## config.mk

```make
export PLATFORM = sky130hd
export DESIGN_NAME = commit_trace_buffer
export DESIGN_NICKNAME = d
export VERILOG_FILES = /design/src/rtl/commit_trace_buffer.sv
export SDC_FILE = /design/constraint.sdc
export NUM_CORES = 2
export LEC_CHECK = 0
export CAP_MARGIN = 20
export CELL_PAD_IN_SITES_DETAIL_PLACEMENT = 1
export CELL_PAD_IN_SITES_GLOBAL_PLACEMENT = 2
export CORE_AREA = 2 2 429 431
export DETAILED_ROUTE_END_ITERATION = 8
export DIE_AREA = 0 0 431 433
export PLACE_DENSITY_LB_ADDON = 0.15
export SYNTH_ARGS = -nofsm -noshare
export SYNTH_HDL_FRONTEND = slang
export SYNTH_SLANG_ARGS = --single-unit
```

## constraint.sdc

```tcl
create_clock -name clk_i -period 29.2 [get_ports clk_i]
set_clock_uncertainty 0.2 [all_clocks]
set_input_delay 4.38 -clock clk_i [delete_from_list [all_inputs] [get_ports clk_i]]
set_output_delay 4.38 -clock clk_i [all_outputs]
set_load 0.005 [all_outputs]
```

## src/rtl/commit_trace_buffer.sv

```systemverilog
// Commit-trace capture for the riscv_cpu retire stream: classifies, filters, sequence-tags
// and buffers retire records, then drains them to a valid/ready sink with loss accounting.
module commit_trace_buffer #(
    parameter int XLEN  = 32,
    parameter int DEPTH = 16,
    parameter int SEQ_W = 16,
    parameter int CNT_W = 16
) (
    input  logic                     clk_i,
    input  logic                     rstn_i,
    input  logic                     en_i,
    input  logic [XLEN-1:0]          pc_i,
    input  logic [31:0]              instr_i,
    input  logic [4:0]               reg_addr_i,
    input  logic [XLEN-1:0]          reg_data_i,
    input  logic [XLEN-1:0]          mem_addr_i,
    input  logic [XLEN-1:0]          mem_data_i,
    input  logic                     stall_i,
    input  logic                     flushD_i,
    input  logic                     flushE_i,
    input  logic [2:0]               filter_i,
    input  logic                     clear_i,
    output logic                     rec_valid_o,
    input  logic                     rec_ready_i,
    output logic [XLEN-1:0]          rec_pc_o,
    output logic [31:0]              rec_instr_o,
    output logic [4:0]               rec_rd_o,
    output logic [XLEN-1:0]          rec_data_o,
    output logic [XLEN-1:0]          rec_addr_o,
    output logic [1:0]               rec_kind_o,
    output logic [1:0]               rec_tag_o,
    output logic [SEQ_W-1:0]         rec_seq_o,
    output logic [$clog2(DEPTH):0]   level_o,
    output logic [CNT_W-1:0]         drop_cnt_o,
    output logic                     overflow_o
);

    localparam int AW = $clog2(DEPTH);
    localparam int LW = AW + 1;

    localparam logic [6:0] OPC_STORE = 7'b0100011;
    localparam logic [6:0] OPC_LOAD  = 7'b0000011;

    typedef enum logic [1:0] {
        KIND_WB    = 2'd0,
        KIND_LOAD  = 2'd1,
        KIND_STORE = 2'd2,
        KIND_NOWB  = 2'd3
    } kind_t;

    typedef enum logic [1:0] {
        TAG_NORMAL = 2'd0,
        TAG_STALL  = 2'd1,
        TAG_FLUSH  = 2'd2
    } tag_t;

    // Classification of the current retire slot
    logic [6:0]      opcode;
    logic [2:0]      funct3;
    logic [XLEN-1:0] store_mask;
    kind_t           cls_kind;
    tag_t            cls_tag;
    logic [4:0]      cls_rd;
    logic [XLEN-1:0] cls_data;
    logic [XLEN-1:0] cls_addr;
    logic            discard;
    logic            pass;

    assign opcode = instr_i[6:0];
    assign funct3 = instr_i[14:12];

    always_comb begin
        store_mask = '1;
        case (funct3)
            3'b000:  store_mask = XLEN'(8'hFF);
            3'b001:  store_mask = XLEN'(16'hFFFF);
            3'b010:  store_mask = XLEN'(32'hFFFF_FFFF);
            default: store_mask = '1;
        endcase
    end

    always_comb begin
        cls_kind = KIND_NOWB;
        cls_tag  = TAG_NORMAL;
        cls_rd   = 5'd0;
        cls_data = '0;
        cls_addr = '0;
        if (opcode == OPC_STORE) begin
            cls_kind = KIND_STORE;
            cls_data = mem_data_i & store_mask;
            cls_addr = mem_addr_i;
        end else if (opcode == OPC_LOAD) begin
            cls_kind = KIND_LOAD;
            cls_rd   = reg_addr_i;
            cls_data = reg_data_i;
            cls_addr = mem_addr_i;
        end else begin
            if (reg_addr_i != 5'd0) begin
                cls_kind = KIND_WB;
                cls_rd   = reg_addr_i;
                cls_data = reg_data_i;
            end else begin
                cls_kind = KIND_NOWB;
            end
            // Memory ops are never tagged; stall outranks flush
            if (stall_i) begin
                cls_tag = TAG_STALL;
            end else if (flushD_i || flushE_i) begin
                cls_tag = TAG_FLUSH;
            end
        end
    end

    assign discard = ((cls_tag == TAG_STALL) && filter_i[0])
                   || ((cls_tag == TAG_FLUSH) && filter_i[1])
                   || ((cls_kind == KIND_NOWB) && (cls_tag == TAG_NORMAL) && filter_i[2]);
    assign pass    = en_i && !discard;

    // FIFO control
    logic [AW-1:0]    wr_ptr;
    logic [AW-1:0]    rd_ptr;
    logic [AW:0]      level;
    logic [SEQ_W-1:0] seq;
    logic [CNT_W-1:0] drop_cnt;
    logic             overflow;
    logic             empty;
    logic             full;
    logic             pop;
    logic             push;
    logic             drop;

    assign empty = (level == '0);
    assign full  = (level == LW'(DEPTH));
    assign pop   = !empty && rec_ready_i;
    assign push  = pass && (!full || pop);
    assign drop  = pass && full && !pop;

    always_ff @(posedge clk_i) begin
        if (!rstn_i || clear_i) begin
            wr_ptr   <= '0;
            rd_ptr   <= '0;
            level    <= '0;
            seq      <= '0;
            drop_cnt <= '0;
            overflow <= 1'b0;
        end else begin
            if (push) begin
                wr_ptr <= wr_ptr + AW'(1);
            end
            if (pop) begin
                rd_ptr <= rd_ptr + AW'(1);
            end
            if (push && !pop) begin
                level <= level + LW'(1);
            end else if (pop && !push) begin
                level <= level - LW'(1);
            end
            // Full-FIFO drops still burn a sequence number so the sink sees the gap
            if (pass) begin
                seq <= seq + SEQ_W'(1);
            end
            if (drop) begin
                overflow <= 1'b1;
                if (drop_cnt != {CNT_W{1'b1}}) begin
                    drop_cnt <= drop_cnt + CNT_W'(1);
                end
            end
        end
    end

    // Record storage; stale contents are harmless because pointers restart on reset/clear
    logic [XLEN-1:0]  mem_pc    [DEPTH];
    logic [31:0]      mem_instr [DEPTH];
    logic [4:0]       mem_rd    [DEPTH];
    logic [XLEN-1:0]  mem_data  [DEPTH];
    logic [XLEN-1:0]  mem_addr  [DEPTH];
    logic [1:0]       mem_kind  [DEPTH];
    logic [1:0]       mem_tag   [DEPTH];
    logic [SEQ_W-1:0] mem_seq   [DEPTH];

    always_ff @(posedge clk_i) begin
        if (push) begin
            mem_pc[wr_ptr]    <= pc_i;
            mem_instr[wr_ptr] <= instr_i;
            mem_rd[wr_ptr]    <= cls_rd;
            mem_data[wr_ptr]  <= cls_data;
            mem_addr[wr_ptr]  <= cls_addr;
            mem_kind[wr_ptr]  <= cls_kind;
            mem_tag[wr_ptr]   <= cls_tag;
            mem_seq[wr_ptr]   <= seq;
        end
    end

    // Head fields read as zero while empty
    assign rec_valid_o = !empty;
    assign rec_pc_o    = empty ? '0 : mem_pc[rd_ptr];
    assign rec_instr_o = empty ? '0 : mem_instr[rd_ptr];
    assign rec_rd_o    = empty ? '0 : mem_rd[rd_ptr];
    assign rec_data_o  = empty ? '0 : mem_data[rd_ptr];
    assign rec_addr_o  = empty ? '0 : mem_addr[rd_ptr];
    assign rec_kind_o  = empty ? '0 : mem_kind[rd_ptr];
    assign rec_tag_o   = empty ? '0 : mem_tag[rd_ptr];
    assign rec_seq_o   = empty ? '0 : mem_seq[rd_ptr];

    assign level_o    = level;
    assign drop_cnt_o = drop_cnt;
    assign overflow_o = overflow;

endmodule

```

* Word-level counts from Yosys, hierarchy flattened
Memories as Yosys holds them, arrays and structs flattened. A register that Yosys moved wholly into a read port is not among the register bits.
Cells that the tools add are included.
** Word-level totals
- Memories :: 8
- RAM bits :: 2448
- Register bits after elaboration :: 46
- Input port bits :: 176
- Output and inout bits :: 176
** Memories
- mem_addr :: words 16, width 32, read ports 1, clocked after Yosys merged registers in 1, write ports 1, RTL line 176 : logic [XLEN-1:0] mem_addr [DEPTH];
- mem_data :: words 16, width 32, read ports 1, clocked after Yosys merged registers in 1, write ports 1, RTL line 175 : logic [XLEN-1:0] mem_data [DEPTH];
- mem_instr :: words 16, width 32, read ports 1, clocked after Yosys merged registers in 1, write ports 1, RTL line 173 : logic [31:0] mem_instr [DEPTH];
- mem_pc :: words 16, width 32, read ports 1, clocked after Yosys merged registers in 1, write ports 1, RTL line 172 : logic [XLEN-1:0] mem_pc [DEPTH];
- mem_seq :: words 16, width 16, read ports 1, clocked after Yosys merged registers in 1, write ports 1, RTL line 179 : logic [SEQ_W-1:0] mem_seq [DEPTH];
- mem_rd :: words 16, width 5, read ports 1, clocked after Yosys merged registers in 1, write ports 1, RTL line 174 : logic [4:0] mem_rd [DEPTH];
- +2 memories
** Cells by class
- Eq/ne operators :: 8
- Reductions and logical operators :: 28
- $add $sub $neg :: 6
- Bitwise operators :: 1
- Muxes and demuxes :: 44
** Operator list (count)
- 2-to-1 mux 32 bit :: 9
- 2-to-1 mux 4 bit :: 16
- one-hot mux 32 bit (2 select lines) :: 1
- adder 16 x 1 -> 16 bit (second input constant) :: 2
- bitwise AND 32 bit :: 1
- 2-to-1 mux 5 bit :: 6
- 2-to-1 mux 2 bit :: 9
- 2-to-1 mux 16 bit :: 1
- inequality test 16 bit (second input constant) :: 1
- logical AND 1 bit :: 11
- adder 4 x 1 -> 4 bit (second input constant) :: 2
- == test 7 x 2 -> 1 bit (second input constant) :: 1
- == test 7 x 6 -> 1 bit (second input constant) :: 1
- zero test 1 bit :: 6
- adder 5 x 1 -> 5 bit (second input constant) :: 1
- == test 5 bit (second input constant) :: 1
- zero test 5 bit :: 1
- logical OR 1 bit :: 5
- nonzero test 5 bit :: 1
- subtractor 5 x 1 -> 5 bit (second input constant) :: 1
- == test 2 bit (second input constant) :: 2
- == test 3 x 1 -> 1 bit (second input constant) :: 1
- zero test 3 bit :: 1
- == test 2 x 1 -> 1 bit (second input constant) :: 1
- other kinds (4) :: 5

* Depth between registers and ports, before layout
- Depth after elaboration :: 16
- Mapped depth :: 14
- Depth with buffers taken out :: 12

* Worst setup path before layout
Ideal clock, no wire load.
- Path type :: input -> register
- From :: in instr_i[2]
- To :: mem mem_addr[3][0] (enable)
- Path slack :: 12368 ps
- Data arrival time :: 15779 ps
- Stages on the path :: 6
- Buffers on the path :: 1
- Cell sequence :: and4bb_1 buf_2 nand2_1 o21a_1 or3_1 nor3_1
** Between the ends
- Cells in the longest elaborated chain, start to end :: 12
- Elaborated cells on any way between the ends :: 21
- Classes of those cells :: 5 x eq/ne; 6 x mux; 10 x reduce/logical
** RTL lines
- start, declared :: RTL line 13 : input logic [31:0] instr_i,
- == test 7 x 2 -> 1 bit :: RTL line 92 : end else if (opcode == OPC_LOAD) begin
- 2-to-1 mux 2 bit :: RTL line 92
- 2-to-1 mux 2 bit :: RTL line 88 : if (opcode == OPC_STORE) begin
- == test 2 x 1 -> 1 bit, or another cell as far along :: RTL line 114 : assign discard = ((cls_tag == TAG_STALL) && filter_i[0])
- logical AND 1 bit, on equally long branches :: RTL line 114, 115, 116
- logical OR 1 bit / logical AND 1 bit (equally long branches) :: RTL line 115, 116
- logical OR 1 bit (*) :: RTL line 116 : || ((cls_kind == KIND_NOWB) && (cls_tag == TAG_NORMAL) && filter_i[2]);
- zero test 1 bit (*) :: RTL line 117 : assign pass = en_i && !discard;
- logical AND 1 bit (*) :: RTL line 117
- logical AND 1 bit (*) :: RTL line 135 : assign push = pass && (!full || pop);
- 2-to-1 mux 1 bit (*) :: RTL line 182 : if (push) begin
- 2-to-1 mux 1 bit (not written as such) (*) :: RTL line 187 : mem_addr[wr_ptr] <= cls_addr;
- end, declared :: RTL line 176
Mark *: on every way between the ends. The rest lies on a longest branch, timed or not.

==> metrics.md <==
| Metric | Value |
|---|---|
| Fin. Hold Viols | `0` |
| Hold path cells | `2` |
| CTS Buf Count | `277` |
| Slew Limit Headroom | `19.3%` |
| Row count | `157` |
| MaxCap Viol Count | `0` |
| # DRC | `0` |
| CP Data Required Time | `24620 ps` |
| Die area | `0.187 mm²` |
| Number of synthesized flops with an enable pin | `2448` |
| Total grt overflow | `0` |
| Drt initial violations | `4193` |
| Area grow syn2layout | `15.5%` |
| GPL Wtd Cong | `0.738` |
| Largest net degree at the start of global routing | `146` |
| Commonest non-fill, non-tap cells in the layout | `2448 x edfxtp_1, 765 x mux4_2, 351 x clkdlybuf4s50_1` |
| Clock transition at path regs | `60 ps` |
| Worst r2r src | `level_o[0]$_SDFFE_PP0P_` |
| Critical path startpoint category | `flip-flop` |
| CORE AREA | `0.182 mm²` |
| Fillers | `14519` |
| DR vias | `44462` |
| Vias per cell | `6.29` |
| Crit path DAT | `6260 ps` |
| Syn nets | `4170` |
| Final setup violation count | `0` |
| Syn_area_per_cell | `24.1 µm²` |
| Cell Area, Synth | `0.0959 mm²` |
| Max FO, Critical Path | `48` |
| Distinct cells, synth | `48` |
| Prevailing post-synth register cell | `edfxtp_1` |
| Number of synthesized register bits | `2498` |
| Postcts setup bufs | `0` |
| Hold buffers post-CTS | `0` |
| Vias in the first global route | `47916` |
| VDD IR-drop max | `0.0559 mV` |
| Synth async-reset ratio | `0%` |
| Leakage | `0.0339 µW` |
| Largest area contributor in the netlist | `edfxtp_1` |
| Clock Sinks | `2498` |
| Drt total wl | `235000 µm` |
| Unrepaired setup endpoints after global routing | `false` |
| Worst hold path class | `flip-flop to flip-flop` |
| Placed Cells incl. Taps | `6586` |
| Synth warn | `0` |
| Critical path class | `flip-flop to primary output` |
| DIE HEIGHT | `433 µm` |
| Switching share of power | `21.0%` |
| Chip width | `431 µm` |
| CTS Root Cell | `clkbuf_16` |
| Status | `complete, no violations` |
| Part of the cycle the worst path needs | `37.1%` |
| Resized cells post-CTS | `0` |
| CTS tree | `built` |
| Layout cell share with drive strength beyond 1 | `26.1%` |
| Fmax | `92.2 MHz` |
| Clk_lat worst skew | `910 ps` |
| Dpl hpwl | `120000 µm` |
| Sequential power share | `50.6%` |
| Power per cell area | `70.6 mW/mm²` |
| H-tree depth reported by CTS | `5` |
| FF-to-FF path depth | `13` |
| First-pass GRT wire length | `342000 µm` |
| IO Pins | `352` |
| Crit. End Element | `primary output` |
| Slew Limit Fails | `0` |
| Min Tclk post-route | `10840 ps` |
| Commonest non-fill, non-tap cell in the layout | `edfxtp_1` |
| CTS Buffer Depth | `4` |
| Setup TNS | `0 ps` |
| Initial Util | `52.7%` |
| Worst Hold Launch | `overflow_o$_SDFFE_PP0P_` |
| Area fraction of the dominant cell type after synthesis | `76.6%` |
| Net Switching | `1640 µW` |
| Routed WL per cell | `33.3 µm` |
| Post-synthesis sequential area ratio | `77.7%` |
| Power share of the clock group | `41.9%` |
| Routed Antenna Nets | `0` |
| Power share of the combinational group | `7.6%` |
| Mapped Cells | `3982` |
| Synth top area cells | `edfxtp_1 77%, mux4_2 18%, dfxtp_1 1.0%` |
| Int Pwr | `6180 µW` |
| Nets | `4672` |
| Util after Layout | `60.9%` |
| Initial antenna violation count | `21` |
| IO Port Bufs | `351` |
| DR pass1 iterations | `5` |
| Worst slew pin tran | `1210 ps` |
| Layout Cells excl Fill | `7065` |
| Gr usage total | `25.7%` |
==> cell type report <==
cell class / instances / area [µm²] / area share [%]
sequential: 2498 / 74500 / 67.3
inverter: 13 / 48.8 / 0.0440
multi-input combinational: 1256 / 20500 / 18.5
antenna: 10 / 25.0 / 0.0226
clock buffer: 356 / 7410 / 6.69
timing repair buffer: 438 / 4350 / 3.93
tap: 2385 / 2980 / 2.69
clock inverter: 109 / 946 / 0.854
==> flip-flops by register name, summed over array words and instances, names as in the netlist, named ones only <==
register    flops
wr_ptr          4
level_o         5
mem_rd         80
mem_pc        512
mem_seq       256
mem_data      512
mem_kind       32
mem_instr     512
drop_cnt_o     16
mem_addr      512
overflow_o      1
seq            16
rd_ptr          4
mem_tag        32
==> through the flow <==
step | worst slack, ps | hold WS (ps) | instance area [µm²] | total power, µW
4_1_cts | 18030 | 294 | 111000 | 7900
2_1_floorplan | 12370 | 259 | 95900 | 4330
5_1_grt | 17740 | 323 | 111000 | 8050
3_5_place_dp | 18460 | 272 | 102000 | 4640
6_report | 18360 | 287 | 111000 | 7820
3_3_place_gp | 18590 | 254 | 102000 | 4630
==> synthesized netlist by cell type, drive strengths merged (4+ instances only) <==
cell / number
mux4: 765
dfxtp: 50
o31ai: 12
nand4: 8
and4: 6
a21oi: 39
inv: 13
nor4: 4
ha: 11
and2: 158
or4: 13
nor2: 26
nor3: 4
clkbuf: 113
a21o: 4
buf: 102
or3: 14
nor2b: 10
nand2: 24
and3: 50
edfxtp: 2448
nand3: 20
xnor2: 4
a22o: 33
o21ai: 23
==> metal layers <==
layer	vias to the layer above	part of all wire, %	global-route usage (%)
li1	18154	-	-
met1	24463	40	35.4
met2	1484	51	42.6
met3	351	5.6	4.18
met4	10	2.8	7.98
met5	-	0.023	0
==> worst paths after layout <==
kind | end | slack, ps
max | rec_addr_o[28] | 18360
min | overflow_o$_SDFFE_PP0P_ | 290
max reg2reg | level_o[4]$_SDFFE_PP0P_ | 24380
min reg2reg | overflow_o$_SDFFE_PP0P_ | 290
==> worst max-delay path, cell delays in order, from the launching register on <==
cell and delay [ps]:
dfxtp_4 910, buf_4 840, buf_4 820, buf_4 900, mux4_2 610, mux4_2 480
and2_1 220, clkdlybuf4s50_1 480
==> power groups by stage <==
stage | clock (µW) | combinational [µW] | sequential, µW
finish | 3280 | 594 | 3960
global route | 3460 | 635 | 3960
CTS | 3340 | 606 | 3960
detailed placement | 0 | 604 | 4030
global placement | 0 | 597 | 4030
floorplan | 0 | 299 | 4030
==> cell families (layout without fill, tap and decap cells) <==
logic type                 count (synthesis)  in the layout  share of synthesized area, %
DFF                                     2498           2498                          77.7
muxes                                    768            768                          18.0
and+or+nand+nor                          343            343                          2.15
buffers and inverters                    228            916                          1.08
AOI/OAI and AO/OA                        126            126                         0.891
adders and majority gates                 12             12                         0.164
xor gates and xnor gates                   7              7                        0.0639
other                                      0             10                             0
(Power assumes the default switching activity.)
